$ cat config.mk
export PLATFORM = sky130hd
export DESIGN_NAME = instr_loader
export DESIGN_NICKNAME = d
export VERILOG_FILES = /design/src/rtl/instr_loader_pkg.sv /design/src/rtl/instr_store.sv /design/src/rtl/instr_loader.sv
export SDC_FILE = /design/constraint.sdc
export NUM_CORES = 1
export LEC_CHECK = 0
export CAP_MARGIN = 20
export CORE_MARGIN = 10
export CORE_UTILIZATION = 50
export CTS_CLUSTER_SIZE = 24
export DETAILED_ROUTE_END_ITERATION = 16
export GPL_TIMING_DRIVEN = 0
export PLACE_DENSITY = 0.7
export SYNTH_ARGS = -nofsm -noshare
export SYNTH_HDL_FRONTEND = slang
export SYNTH_SLANG_ARGS = --single-unit
$ cat constraint.sdc
create_clock -name clk -period 1.94 [get_ports clk]
set_input_delay 0.388 -clock clk [delete_from_list [all_inputs] [get_ports clk]]
set_output_delay 0.388 -clock clk [all_outputs]
set_load 0.005 [all_outputs]
$ cat src/rtl/instr_loader_pkg.sv
// Shared definitions for the program loader and its instruction store.
//   DEPTH   : number of instruction words in the store
//   WORD_W  : instruction word width
//   IDX_W   : store index width
//   loader_state_t : loader FSM state encoding
package instr_loader_pkg;

  localparam int DEPTH  = 8;
  localparam int WORD_W = 16;
  localparam int IDX_W  = $clog2(DEPTH);

  typedef enum logic [2:0] {
    IDLE = 3'd0,
    LEN  = 3'd1,
    HI   = 3'd2,
    LO   = 3'd3,
    DONE = 3'd4,
    ERR  = 3'd5
  } loader_state_t;

endpackage

$ cat src/rtl/instr_store.sv
// Instruction store: DEPTH x WORD_W array, one synchronous write port and
// one combinational read port. All entries clear asynchronously on rst_n.
//   clk, rst_n : clock, async active-low clear
//   we, waddr, wdata : write port
//   raddr, rdata     : combinational read port
module instr_store
  import instr_loader_pkg::*;
#(
  parameter int D = DEPTH,
  parameter int W = WORD_W,
  parameter int A = IDX_W
) (
  input  logic         clk,
  input  logic         rst_n,
  input  logic         we,
  input  logic [A-1:0] waddr,
  input  logic [W-1:0] wdata,
  input  logic [A-1:0] raddr,
  output logic [W-1:0] rdata
);

  logic [W-1:0] mem [D];

  always_ff @(posedge clk or negedge rst_n) begin
    if (!rst_n) begin
      for (int i = 0; i < D; i++) mem[i] <= '0;
    end else if (we) begin
      mem[waddr] <= wdata;
    end
  end

  assign rdata = mem[raddr];

endmodule

$ cat src/rtl/instr_loader.sv
// Program loader: receives a length-prefixed big-endian byte stream over a
// valid/ready handshake and writes 16-bit words into the instruction store.
// The fetch port reads the store by pc and is forced to zero while loading.
//   clk, rst_n           : clock, async active-low reset
//   start                : begin a load frame (ignored while busy)
//   in_valid/in_data/in_ready : byte stream handshake
//   pc / instruction     : fetch port (index pc[3:1])
//   cpu_hold, busy       : frame in progress
//   done, err            : last frame completed / had illegal length
//   word_count           : words written in the current or last frame
//
// state | meaning
// IDLE  | no frame since reset
// LEN   | waiting for the length byte N
// HI    | waiting for the high byte of the next word
// LO    | waiting for the low byte; writes the word on accept
// DONE  | N words written
// ERR   | length byte was 0 or larger than DEPTH
module instr_loader
  import instr_loader_pkg::*;
(
  input  logic        clk,
  input  logic        rst_n,
  input  logic        start,
  input  logic        in_valid,
  input  logic [7:0]  in_data,
  output logic        in_ready,
  input  logic [15:0] pc,
  output logic [15:0] instruction,
  output logic        cpu_hold,
  output logic        busy,
  output logic        done,
  output logic        err,
  output logic [3:0]  word_count
);

  localparam logic [7:0] DEPTH_B = 8'(DEPTH);

  loader_state_t state;
  logic [3:0]    n_len;
  logic [7:0]    hi_byte;
  logic [3:0]    wc_next;
  logic          store_we;
  logic [WORD_W-1:0] store_rdata;
  logic          unused_pc_bits;

  assign wc_next  = word_count + 4'd1;
  assign store_we = (state == LO) && in_valid;

  always_ff @(posedge clk or negedge rst_n) begin
    if (!rst_n) begin
      state      <= IDLE;
      n_len      <= '0;
      hi_byte    <= '0;
      word_count <= '0;
    end else begin
      case (state)
        IDLE, DONE, ERR: begin
          if (start) begin
            state      <= LEN;
            word_count <= '0;
          end
        end
        LEN: begin
          if (in_valid) begin
            if (in_data == 8'd0 || in_data > DEPTH_B) begin
              state <= ERR;
            end else begin
              n_len <= in_data[3:0];
              state <= HI;
            end
          end
        end
        HI: begin
          if (in_valid) begin
            hi_byte <= in_data;
            state   <= LO;
          end
        end
        LO: begin
          if (in_valid) begin
            word_count <= wc_next;
            state      <= (wc_next == n_len) ? DONE : HI;
          end
        end
        default: state <= IDLE;
      endcase
    end
  end

  assign busy     = (state == LEN) || (state == HI) || (state == LO);
  assign in_ready = busy;
  assign cpu_hold = busy;
  assign done     = (state == DONE);
  assign err      = (state == ERR);

  instr_store u_store (
    .clk   (clk),
    .rst_n (rst_n),
    .we    (store_we),
    .waddr (word_count[IDX_W-1:0]),
    .wdata ({hi_byte, in_data}),
    .raddr (pc[IDX_W:1]),
    .rdata (store_rdata)
  );

  // Upper pc bits alias and pc[0] is a byte offset within the word.
  assign unused_pc_bits = ^{pc[15:IDX_W+1], pc[0]};

  // No write/read bypass needed: reads are blanked for the whole frame.
  assign instruction = busy ? 16'h0000 : store_rdata;

endmodule

==> impl_metrics.tcl <==
set metrics [dict create \
    outcome "finished with violations" \
    violations "negative setup slack" \
    cts_tree "built" \
    arrival_ns 1.70 \
    pin_count 53 \
    first_iter_violations 256 \
    globalplace.congestion 0.835 \
    cts-root-buf "clkbuf_16" \
    crit_fanout 2 \
    synthSimpleGateAreaFrac_pct 4.95 \
    syn_inst 448 \
    grt_pass1_vias 4461 \
    start_kind "register" \
    maxSlewViolCount 0 \
    numCtsBuffers 17 \
    worstMarginPinSlew_ns 0.589 \
    routed_wl_um 17000 \
    synth_mux_area_share_pct 36.1 \
    avgSynthCellArea_um2 15.3 \
    path_class "register to primary output" \
    synthAdderAreaFrac_pct 0.182 \
    clock_sinks 147 \
    yosysWarnings 0 \
    tns_ns -1.71 \
    worst_slack_ns -0.149 \
    max_freq_ghz 0.479 \
    synth_top_family_by_area "multiplexers" \
    hp-start "in_data[4]" \
    die_w_um 137 \
    die-area_um2 18800 \
    place_ws_ns -1.25 \
    initial_utilization_pct 51.4 \
    leakage_uw 0.00433 \
    crit_required_ns 1.55 \
    antenna_found_initial 0 \
    drc 0 \
    maxSlewHeadroom_pct 60.7 \
    cap_violations 0 \
    first_pass_iters 4 \
    syn_nets 477 \
    min_period_ns 2.09 \
    num-nets-final 582 \
    synth_flop_cell "dfrtp_1" \
    hpwl_um 9740 \
    netlist.top_cell.by_area "dfrtp_1" \
    drive_gt1_share_pct 58.5 \
    clock_latency_ns 0.42 \
    syn-cell-area_um2 6860 \
    grt_max_degree 90 \
    hp-class "input port to register" \
    yosysSeqAreaShare_pct 53.6 \
    utilization_pct 66.6 \
    finalHoldViolCount 0 \
    end_kind "primary output" \
    synth-xor-area-share_pct 0.894 \
    synth_top_area_share_pct 53.6 \
    synth_cell_type_count 43 \
    grt_use_total_pct 18.1 \
    synth-compound-area-share_pct 1.26 \
    path_clk_slew_ns 0.06 \
    die_y_um 137 \
    coreArea_um2 13300 \
    ys_ff_latch 147 \
    ant_nets 0 \
    synth_area_leaders "dfrtp_1, mux2_2, mux4_2" \
    hold_path_depth 2 \
    antenna_cells 0 \
    r2r_start "state[2]$_DFFE_PN0P_" \
    grt_overflow_total 0 \
    grt_pass1_wl_um 25500 \
    fin_worst_skew_ns 0.00571 \
    via_per_inst 5.73 \
    ir_worst_vdd_v 0.000646 \
    r2r_cells 6 \
    vias 4249 \
    num_rows 42 \
    synth_edf_count 0 \
    period_share_pct 108 \
    timing.rr.end "u_store.mem[87]$_DFFE_PN0P_" \
    wire_per_inst_um 22.9 \
    htree_levels 4 \
    rsz0062_at_grt "yes" \
    port-buffer-count 33 \
    num-fill-cells 952 \
    setup-violations-final 30 \
    cts_buffer_depth 2 \
    reg2reg_slack_ns -0.01 \
    power_density_nw_per_um2 935 \
    whs_endpoint "u_store.mem[100]$_DFFE_PN0P_" \
    syn2layout_area_growth_pct 29.6 \
    async_reset_ff_share_pct 100 \
]
[how the worst max path moves through the flow]
stage | slack (ns) | from | endpoint | cells after the start
floorplan | 0.01 | pc[1] | instruction[10] | 5
global placement | -5.18 | rst_n | u_store.mem[94]$_DFFE_PN0P_ | 1
detailed placement | -1.25 | pc[2] | instruction[5] | 6
CTS | -0.18 | u_store.mem[18]$_DFFE_PN0P_ | instruction[2] | 4
global route | -0.19 | state[1]$_DFFE_PN0P_ | instruction[12] | 7
finish | -0.15 | u_store.mem[18]$_DFFE_PN0P_ | instruction[2] | 4
[cell usage in the layout, fill, tap and decap left out, types with 9 or more instances in the layout]
| cell type | synthesis | routed |
|---|---|---|
| buf_6 | 3 | 34 |
| clkbuf_16 | 0 | 20 |
| mux2_2 | 135 | 112 |
| buf_4 | 7 | 26 |
| mux2i_1 | 16 | 14 |
| mux4_2 | 32 | 32 |
| nor2_1 | 26 | 18 |
| clkdlybuf4s50_1 | 0 | 9 |
| mux2_4 | 4 | 28 |
| buf_2 | 11 | 20 |
| dfrtp_1 | 147 | 146 |
[state kept, by name, summed over array words and instances (netlist names)]
| signal | count |
|---|---|
| u_store.mem | 128 |
| state | 3 |
| word_count | 4 |
| hi_byte | 8 |
| n_len | 4 |
[layer usage]
layer  track usage [%]  wire, um  part of all wire, %
met3              4.55      1050                  6.2
met4              5.74       240                  1.4
met2              29.5      8590                   50
met5                 0         0                    0
met1              23.2      7130                   42
[per-stage QoR]
stage          area [um^2]  power [uW]  cells  hold slack, ns
3_3_place_gp          7410        4590    657           0.464
6_report              8890        8310    742           0.437
3_5_place_dp          7440        4650    658           0.393
4_1_cts               8440        8150    719           0.448
5_1_grt               8890        8620    742           0.455
2_1_floorplan         6860        4220    448          0.0924
[worst max-delay path, stage by stage, from the launching register on]
cell and delay, ns:
dfrtp_1 0.38, mux4_2 0.51, mux2i_1 0.21, nor2_1 0.06, buf_2 0.13
[synthesized netlist by cell type (all sizes together), types with 2 or more instances]
master  instances
dfrtp         147
mux2          140
mux4           32
nor2           26
buf            24
mux2i          16
clkbuf         12
o21ai           5
xnor2           5
nand3           4
nor3            4
nand2           3
nand2b          3
nor3b           3
a21o            2
and3            2
inv             2
nand4b          2
nor4            2
xor2            2
[cells by family (layout without fill, tap and decap cells)]
group,count (synthesis),count (layout)
flops,147,147
mux,188,188
xor+xnor,7,7
buf+inv,38,156
simple gates,54,54
fa+ha+maj,1,1
compound gates,13,13
[layout make-up]
type | instances | area, um^2 | share of cell area [%]
Timing Repair Buffer | 87 | 837 | 9.42
Inverter | 2 | 11.3 | 0.127
Sequential cell | 147 | 3680 | 41.4
Tap cell | 176 | 220 | 2.48
Clock buffer | 20 | 467 | 5.25
Buffer | 35 | 377 | 4.24
Multi-Input combinational cell | 263 | 3160 | 35.6
Clock inverter | 12 | 130 | 1.46
[power breakdown]
| part | leakage [uW] | internal [uW] | switching, uW | total [uW] |
|---|---|---|---|---|
| Sequential | 0.00201 | 3360 | 262 | 3620 |
| Combinational | 0.00204 | 846 | 572 | 1420 |
| Clock | 0.000280 | 1990 | 1280 | 3270 |
| Total | 0.00433 | 6200 | 2120 | 8310 |
[timing repair]
item | in CTS | in global routing
setup buffers | 26 | 19
gates resized for setup | 147 | 65
endpoints found under the setup margin | 130 | 106
pin swaps | 11 | 11
gates cloned | 3 | 4
endpoints found under the hold margin | 58 | 0
hold buffers | 1 | 0
(Power assumes the default switching activity.)
